**src/rtl/mem_port_arbiter.sv**
```systemverilog
// Shares one variable-latency memory port between instruction fetch and data accesses.
// Data has priority, fetch is protected from starvation, and stuck accesses are aborted with err.
module mem_port_arbiter #(
  parameter int STARVE_MAX = 4,
  parameter int TIMEOUT    = 16
) (
  input  logic        clk,
  input  logic        rst,
  input  logic        if_req,
  input  logic [31:0] if_addr,
  input  logic        if_flush,
  output logic        if_ready,
  output logic [31:0] if_rdata,
  output logic        if_err,
  input  logic        d_req,
  input  logic        d_we,
  input  logic [31:0] d_addr,
  input  logic [31:0] d_wdata,
  input  logic [2:0]  d_ubhw,
  output logic        d_ready,
  output logic [31:0] d_rdata,
  output logic        d_err,
  output logic        mem_req,
  output logic        mem_we,
  output logic [31:0] mem_addr,
  output logic [31:0] mem_wdata,
  output logic [2:0]  mem_ubhw,
  input  logic [31:0] mem_rdata,
  input  logic        mem_ack,
  output logic        owner
);
  typedef enum logic [1:0] {IDLE = 2'd0, ISSUE = 2'd1, RESP = 2'd2} state_t;

  localparam logic [3:0] STARVE_LIM = 4'(STARVE_MAX);
  localparam logic [7:0] TMO_LIM    = 8'(TIMEOUT);
  localparam logic [2:0] FETCH_UBHW = 3'b010;

  state_t      state_q, state_d;
  logic [3:0]  starve_q, starve_d;
  logic [7:0]  tmo_q, tmo_d;
  logic        owner_q, owner_d;
  logic        flushed_q, flushed_d;
  logic        mem_req_q, mem_req_d;
  logic        mem_we_q, mem_we_d;
  logic [31:0] mem_addr_q, mem_addr_d;
  logic [31:0] mem_wdata_q, mem_wdata_d;
  logic [2:0]  mem_ubhw_q, mem_ubhw_d;
  logic        if_ready_q, if_ready_d, if_err_q, if_err_d;
  logic        d_ready_q, d_ready_d, d_err_q, d_err_d;
  logic [31:0] if_rdata_q, if_rdata_d, d_rdata_q, d_rdata_d;
  logic        eff_if, grant_if, resp_now, resp_err;
  logic [31:0] resp_rdata;

  function automatic logic [3:0] sat_inc(input logic [3:0] v);
    return (v >= STARVE_LIM) ? STARVE_LIM : v + 4'd1;
  endfunction

  always_comb begin
    state_d     = state_q;
    starve_d    = starve_q;
    tmo_d       = tmo_q;
    owner_d     = owner_q;
    flushed_d   = flushed_q;
    mem_req_d   = mem_req_q;
    mem_we_d    = mem_we_q;
    mem_addr_d  = mem_addr_q;
    mem_wdata_d = mem_wdata_q;
    mem_ubhw_d  = mem_ubhw_q;
    if_ready_d  = 1'b0;
    if_err_d    = if_err_q;
    if_rdata_d  = if_rdata_q;
    d_ready_d   = 1'b0;
    d_err_d     = d_err_q;
    d_rdata_d   = d_rdata_q;
    eff_if      = if_req & ~if_flush;
    grant_if    = 1'b0;
    resp_now    = 1'b0;
    resp_err    = 1'b0;
    resp_rdata  = '0;

    case (state_q)
      IDLE: begin
        if (d_req || eff_if) begin
          grant_if    = eff_if & (~d_req | (starve_q == STARVE_LIM));
          owner_d     = ~grant_if;
          mem_req_d   = 1'b1;
          mem_we_d    = grant_if ? 1'b0 : d_we;
          mem_addr_d  = grant_if ? if_addr : d_addr;
          mem_wdata_d = grant_if ? mem_wdata_q : d_wdata;
          mem_ubhw_d  = grant_if ? FETCH_UBHW : d_ubhw;
          flushed_d   = 1'b0;
          tmo_d       = '0;
          state_d     = ISSUE;
          if (grant_if) starve_d = '0;
          else if (eff_if) starve_d = sat_inc(starve_q);
        end
      end
      ISSUE: begin
        tmo_d = tmo_q + 8'd1;
        if (!owner_q && if_flush) flushed_d = 1'b1;
        // An ack in the timeout cycle still counts as a good completion.
        if (mem_ack) begin
          resp_now   = 1'b1;
          resp_rdata = mem_rdata;
        end else if (tmo_d == TMO_LIM) begin
          resp_now = 1'b1;
          resp_err = 1'b1;
        end
        if (resp_now) begin
          mem_req_d = 1'b0;
          state_d   = RESP;
          if (owner_q) begin
            d_ready_d = 1'b1;
            d_rdata_d = resp_rdata;
            d_err_d   = resp_err;
          end else if (!(flushed_q || if_flush)) begin
            if_ready_d = 1'b1;
            if_rdata_d = resp_rdata;
            if_err_d   = resp_err;
          end
        end
      end
      RESP: begin
        tmo_d     = '0;
        flushed_d = 1'b0;
        state_d   = IDLE;
      end
      default: state_d = IDLE;
    endcase
  end

  always_ff @(posedge clk) begin
    if (!rst) begin
      state_q     <= IDLE;
      starve_q    <= '0;
      tmo_q       <= '0;
      owner_q     <= 1'b0;
      flushed_q   <= 1'b0;
      mem_req_q   <= 1'b0;
      mem_we_q    <= 1'b0;
      mem_addr_q  <= '0;
      mem_wdata_q <= '0;
      mem_ubhw_q  <= '0;
      if_ready_q  <= 1'b0;
      if_err_q    <= 1'b0;
      if_rdata_q  <= '0;
      d_ready_q   <= 1'b0;
      d_err_q     <= 1'b0;
      d_rdata_q   <= '0;
    end else begin
      state_q     <= state_d;
      starve_q    <= starve_d;
      tmo_q       <= tmo_d;
      owner_q     <= owner_d;
      flushed_q   <= flushed_d;
      mem_req_q   <= mem_req_d;
      mem_we_q    <= mem_we_d;
      mem_addr_q  <= mem_addr_d;
      mem_wdata_q <= mem_wdata_d;
      mem_ubhw_q  <= mem_ubhw_d;
      if_ready_q  <= if_ready_d;
      if_err_q    <= if_err_d;
      if_rdata_q  <= if_rdata_d;
      d_ready_q   <= d_ready_d;
      d_err_q     <= d_err_d;
      d_rdata_q   <= d_rdata_d;
    end
  end

  assign if_ready  = if_ready_q;
  assign if_rdata  = if_rdata_q;
  assign if_err    = if_err_q;
  assign d_ready   = d_ready_q;
  assign d_rdata   = d_rdata_q;
  assign d_err     = d_err_q;
  assign mem_req   = mem_req_q;
  assign mem_we    = mem_we_q;
  assign mem_addr  = mem_addr_q;
  assign mem_wdata = mem_wdata_q;
  assign mem_ubhw  = mem_ubhw_q;
  assign owner     = owner_q;
endmodule

```
**config.mk**
```make
export PLATFORM = sky130hd
export DESIGN_NAME = mem_port_arbiter
export DESIGN_NICKNAME = d
export VERILOG_FILES = /design/src/rtl/mem_port_arbiter.sv
export SDC_FILE = /design/constraint.sdc
export NUM_CORES = 1
export LEC_CHECK = 0
export ABC_AREA = 1
export CAP_MARGIN = 0
export CORE_MARGIN = 2
export CORE_UTILIZATION = 46
export CTS_CLUSTER_SIZE = 20
export DETAILED_ROUTE_END_ITERATION = 16
export PLACE_DENSITY = 0.9
export SYNTH_ARGS = -nofsm -noshare
export SYNTH_HDL_FRONTEND = slang
export SYNTH_SLANG_ARGS = --single-unit
```
**constraint.sdc**
```tcl
create_clock -name clk -period 4.3 [get_ports clk]
set_input_delay 0.645 -clock clk [delete_from_list [all_inputs] [get_ports clk]]
set_output_delay 0.645 -clock clk [all_outputs]
set_load 0.01 [all_outputs]
```
Yosys cells after proc, flatten, opt, wreduce, memory -nomap -nowiden:

Index checks and enable logic that the tools add are counted.

* bits in registers: 153
* bits of input ports: 138
* output and inout bits: 138
* word-level logic and storage cells: 80

* add/subtract/negate cells: 2
* order comparisons: 1
* equal/unequal tests: 7
* mux-type cells: 24
* bitwise logic cells: 11
* reduce and logical (&&, ||, !) cells: 19

Operator list (count)
* 32-bit 2-to-1 mux: 2
* 8-bit case mux with 3 select lines: 1
* 3-bit AND reduction: 6
* 4-bit 2-to-1 mux: 3
* 1-bit 2-to-1 mux: 11
* 8-bit by 1-bit adder with 8-bit output, second input constant: 1
* 8-bit by 5-bit equality test with 1-bit output, second input constant: 1
* 8-bit 2-to-1 mux: 1
* 1-bit inverter: 8
* 2-bit != test, second input constant: 3
* 2-bit AND reduction: 3
* 4-bit by 1-bit adder with 4-bit output, second input constant: 1
* 4-bit by 3-bit equality test with 1-bit output, second input constant: 1
* 4-bit by 3-bit greater-or-equal comparator with 1-bit output, second input constant: 1
* 2-bit 2-to-1 mux: 2
* 2-bit case mux with 2 select lines: 1
* 4-bit AND reduction: 1
* 2-bit nonzero test: 2
* 4-bit OR reduction: 1
* 3-bit 2-to-1 mux: 1
* 1-bit case mux with 3 select lines: 1
* 3-bit nonzero test: 1
* 1-bit AND: 2
* 2-bit by 1-bit equality test with 1-bit output, second input constant: 1
* 7 further kinds: 8

Longest topological paths before layout:

* word-level depth: 7
* depth in mapped cells: 13
* depth with buffers taken out: 12

Worst setup path after synthesis:

No wires, ideal clock.

* kind: input to register
* from: input if_req
* to: register mem_addr_q[13] (netlist: mem_addr[13])
* arrival time: 1.700 ns
* setup slack: 2.468 ns
* cell stages on the path: 9
* buffers on the path: 2
* path through: inv_1 -> nor2_1 -> nor2_1 -> nor2_1 -> clkinv_1 -> buf_2 -> buf_1 -> nand2_1 -> a21oi_1

* longest elaborated chain between the ends: 3

RTL lines
* from (decl): RTL line 9 `input logic if_req,`
* 1-bit AND (*): RTL line 75 `eff_if = if_req & ~if_flush;`
* 1-bit AND or 1-bit logical OR (tied branches): RTL line 84, 83
* 32-bit 2-to-1 mux or 2-bit AND reduction (tied branches)
* to (signal assigned): RTL line 158 `mem_addr_q <= mem_addr_d;`
* to (decl): RTL line 45 `logic [31:0] mem_addr_q, mem_addr_d;`

Mark *: on every way between the ends. The rest lies on a longest branch, timed or not.
A chain may end at the register's enable or synchronous reset.

Worst setup path after layout:

* from: input if_flush
* to: register mem_wdata_q[31] (netlist: mem_wdata[31])

* longest elaborated chain between the ends: 5

RTL lines
* from (decl): RTL line 11 `input logic if_flush,`
* 1-bit inverter (*): RTL line 75
* 1-bit AND (*): RTL line 75
* 1-bit AND: RTL line 84 `grant_if = eff_if & (~d_req | (starve_q == STARVE_LIM));`
* 1-bit inverter (no line)
* 3-bit AND reduction (no line) (*)
* to (signal assigned): RTL line 159 `mem_wdata_q <= mem_wdata_d;`
* to (decl): RTL line 46 `logic [31:0] mem_wdata_q, mem_wdata_d;`

Marked as above.

==> reports/qor.log <==
[route] total met2 wirelength after detailed routing 9150 um
[final_layout] Final Instance Count excl. Fillers 1357
[worst_setup_path] CP Data Required Time 4.59 ns
[global_routing] global router's overall resource usage 25.4%
[sta] upper clock frequency limit 318 MHz
[die] die outline area 14900 um^2
[placement] HPWL after DPL 13100 um
[pwr] PnR Total Power 0.00359 W
[pwr] power density over the cells 369 nW/um^2
[sta] final worst-path cycle share 73.1%
[worst_setup_path] Max Fanout on Critical Path 35
[clock_tree] later-pin clock latency in the skew report 0.41 ns
[route] routed metal-1 wire length 7550 um
[worst_setup_path] kind of capture point of the worst setup path register
[sta] setup repair after global routing missed its margin no
[worst_setup_path] highest-delay cell along the critical path sky130_fd_sc_hd__clkinv_1
[clock_tree] total of cells resized after clock tree synthesis 0
[die] die outline height 122 um
[pwr] sequential group share of total power 43.1%
[worst_setup_path] delay of the slowest critical-path stage 0.81 ns
[synth] sequential fraction of the synthesis area 47.9%
[pwr] worst voltage drop across the vdd grid 261 uV
[final_layout] Antenna Diode Count 0
[route] remaining routing DRC violations 0
[clock_tree] clk sinks 153
[global_routing] initial antenna violation count 0
[final_layout] final net count 1310
[clock_tree] root buffer cell sky130_fd_sc_hd__clkbuf_16
[min_path] HP Class register to register
[route] DRC marker count from the first detailed-route iteration 513
[pwr] power share of the clock group 39.4%
[job] number of max-cap violations 0
[final_layout] Synth-to-Final Area Change 52.1%
[sta] clock skew after layout 0.00916 ns
[synth] synth unique cells 29
[route] vias 6760
[worst_setup_path] Crit path buffers/inverters 3
[synth] flip-flop and latch count after synthesis 153
[synth] synthesized cell area 6390 um^2
[synth] Synth Warn # 0
[worst_setup_path] kind of cell with the highest combined delay on the critical path buffers and inverters
[sta] final total negative setup slack 0 ns
[worst_setup_path] crit start category input pin
[die] die boundary width 122 um
[route] mean number of vias per cell 4.98
[route] WL per Instance 14.0 um
[placement] Post-Place Cells 1330
[global_routing] vias in the first global route 6293
[route] Initial DRT Pass Iterations 5
[sta] final worst-path setup slack 1.16 ns
[die] Cell Rows 43
[status] result of the run completed
[pwr] internal power component 0.00271 W
[clock_tree] Num CTS Buffers 17
[placement] count of input and output buffers 275
[final_layout] fraction of final layout cells with drive strength greater than 1 4.50%
[die] floorplan core area 13700 um^2
[sta] max-slew violation total from the final report 0
[clock_tree] CTS Hold Bufs 0
[pwr] net switching power 0.000881 W
[worst_setup_path] critical path cell sequence clkdlybuf4s50_1 -> nor2_1 -> nand2_1 -> nand2_1 -> buf_4 -> clkinv_1 -> nor2_1 -> nor2_1
[global_routing] global-route wire length before repair 30000 um
[route] sum of met3 wire segment lengths after detailed routing 1370 um
[sta] actual slew at the worst max-slew pin 1.08 ns
[pwr] leakage power figure 4.06 nW
[pwr] Net Sw Frac 24.5%
[sta] Hold Vio Cnt, Final 0
[clock_tree] CTS tree built
[clock_tree] post-CTS setup buffer count 0
[worst_setup_path] Most common cell on crit path sky130_fd_sc_hd__nor2_1
[clock_tree] clock slew at the register clock pins of the worst setup and hold paths 0.05 ns
[clock_tree] number of levels the H-tree was split into 4
[route] wire length reported by the detailed router 19000 um
[synth] average cell area after synthesis 6.91 um^2
[sta] number of failing setup endpoints in the final timing report 0
[worst_setup_path] signal arrival time at the worst endpoint 3.43 ns
[route] Antenna Nets Post-Route 0
[sta] headroom to the max-slew limit 27.9%
[die] total I/O pin count 276
[sta] post-layout minimum cycle time 3.14 ns
[placement] final RePlAce weighted congestion 0.862
[placement] post-placement worst setup slack 0.697 ns
[die] starting utilization of the core area 46.6%
[route] highest metal layer with signal wires met4
[global_routing] largest net degree at the start of global routing 71
[pwr] fraction of power consumed by combinational cells 17.5%
[clock_tree] maximum clock path buffer count 2
[global_routing] total overflow reported by the global router 0
[synth] post-synthesis cell count 925
[synth] Synth Net Count 1066
[worst_setup_path] Worst Path Class, Setup input pin to register
cells in the final DEF, fill, tap and decap left out, drive strengths merged, types with 20 or more instances in the layout:
| cell type | count |
|---|---|
| inv | 88 |
| clkdlybuf4s50 | 274 |
| clkbuf | 23 |
| nand3 | 33 |
| nor2 | 203 |
| dfxtp | 153 |
| a21oi | 79 |
| nand2 | 206 |
| o21ai | 68 |
| nand4 | 20 |
cell type report:
class,instances,area (um^2)
Tap cell,180,225
Clock inverter,4,70.1
Timing Repair Buffer,284,2820
Inverter,89,334
Fill cell,1102,4000
Clock buffer,23,478
Sequential cell,153,3060
Multi-Input combinational cell,624,2740
flip-flops by register name (all words and copies together) (netlist names), 2 cells and up:
name and cells:
tmo_q 8, state_q 2, d_rdata 32, if_rdata 32, mem_ubhw 3, mem_wdata 32
starve_q 4, mem_addr 32
path summary, 6_finish.rpt:
kind / cells after the start / start / slack [ns] / endpoint
min reg2reg: 2 / d_rdata[13]$_SDFFE_PN0P_ / 0.46 / d_rdata[13]$_SDFFE_PN0P_
max: 8 / if_flush / 1.16 / mem_wdata[31]$_SDFFE_PN0P_
min: 2 / d_rdata[13]$_SDFFE_PN0P_ / 0.46 / d_rdata[13]$_SDFFE_PN0P_
max reg2reg: 11 / tmo_q[0]$_SDFFE_PN0P_ / 1.47 / if_rdata[25]$_SDFFE_PN0P_
worst min-delay path, stage by stage, from the launching register on:
cell and delay, ns:
sky130_fd_sc_hd__dfxtp_1 0.31, sky130_fd_sc_hd__nand2_1 0.06, sky130_fd_sc_hd__a21oi_1 0.05
synth_stat cells:
library cell	number	area share (%)
sky130_fd_sc_hd__nand2_1	204	12
sky130_fd_sc_hd__nor2_1	193	11
sky130_fd_sc_hd__dfxtp_1	153	48
sky130_fd_sc_hd__inv_1	87	5.1
sky130_fd_sc_hd__a21oi_1	79	6.2
sky130_fd_sc_hd__o21ai_0	67	5.2
sky130_fd_sc_hd__clkbuf_1	40	2.3
sky130_fd_sc_hd__nand3_1	31	2.4
sky130_fd_sc_hd__nand4_1	20	2.0
sky130_fd_sc_hd__buf_2	15	1.2
sky130_fd_sc_hd__nor2_2	10	0.98
sky130_fd_sc_hd__buf_6	3	0.53
sky130_fd_sc_hd__ha_1	3	0.59
sky130_fd_sc_hd__a31oi_1	2	0.20
sky130_fd_sc_hd__clkinv_1	2	0.12
sky130_fd_sc_hd__nand3_2	2	0.31
sky130_fd_sc_hd__o21bai_1	2	0.23
sky130_fd_sc_hd__a211oi_1	1	0.12
sky130_fd_sc_hd__a22oi_1	1	0.12
sky130_fd_sc_hd__buf_1	1	0.059
sky130_fd_sc_hd__nand2_2	1	0.098
sky130_fd_sc_hd__nand2_4	1	0.18
sky130_fd_sc_hd__nor3_1	1	0.078
sky130_fd_sc_hd__nor3_2	1	0.16
sky130_fd_sc_hd__o21ai_1	1	0.078
sky130_fd_sc_hd__o221ai_1	1	0.14
sky130_fd_sc_hd__o311ai_0	1	0.14
sky130_fd_sc_hd__or2_2	1	0.098
sky130_fd_sc_hd__xor2_1	1	0.14
per-layer routing:
layer	global-route usage, %	vias up
met4	13.3	0
met3	7.49	60
met1	30.4	3075
li1	-	3370
met5	0	-
met2	41.4	255
power groups by stage:
stage          clock (W)  combinational [W]  sequential, W
2_1_floorplan          0           0.000247        0.00161
3_3_place_gp           0           0.000619        0.00157
3_5_place_dp           0           0.000629        0.00158
4_1_cts          0.00144           0.000634        0.00155
5_1_grt          0.00150           0.000692        0.00156
6_report         0.00141           0.000630        0.00155
logic make-up (layout without fill, tap and decap cells):
logic type,Yosys count,in the layout,share of synthesized area (%)
adder cells (fa/ha/maj),3,3,0.587
XOR/XNOR,1,1,0.137
AND/OR/NAND/NOR,465,465,29.6
flip-flops,153,153,47.9
AO/OA/AOI/OAI,155,155,12.4
buffers and inverters,148,400,9.33
per-stage QoR:
| step | utilization (%) | hold WS, ns | cell area (um^2) |
|---|---|---|---|
| floorplan | - | 0.439 | 6390 |
| global placement | 66.9 | 0.448 | 9170 |
| detailed placement | 66.9 | 0.455 | 9170 |
| CTS | 70.9 | 0.463 | 9720 |
| global route | 70.9 | 0.477 | 9720 |
| finish | 70.9 | 0.459 | 9720 |
Power figures use the tool's default switching activity.
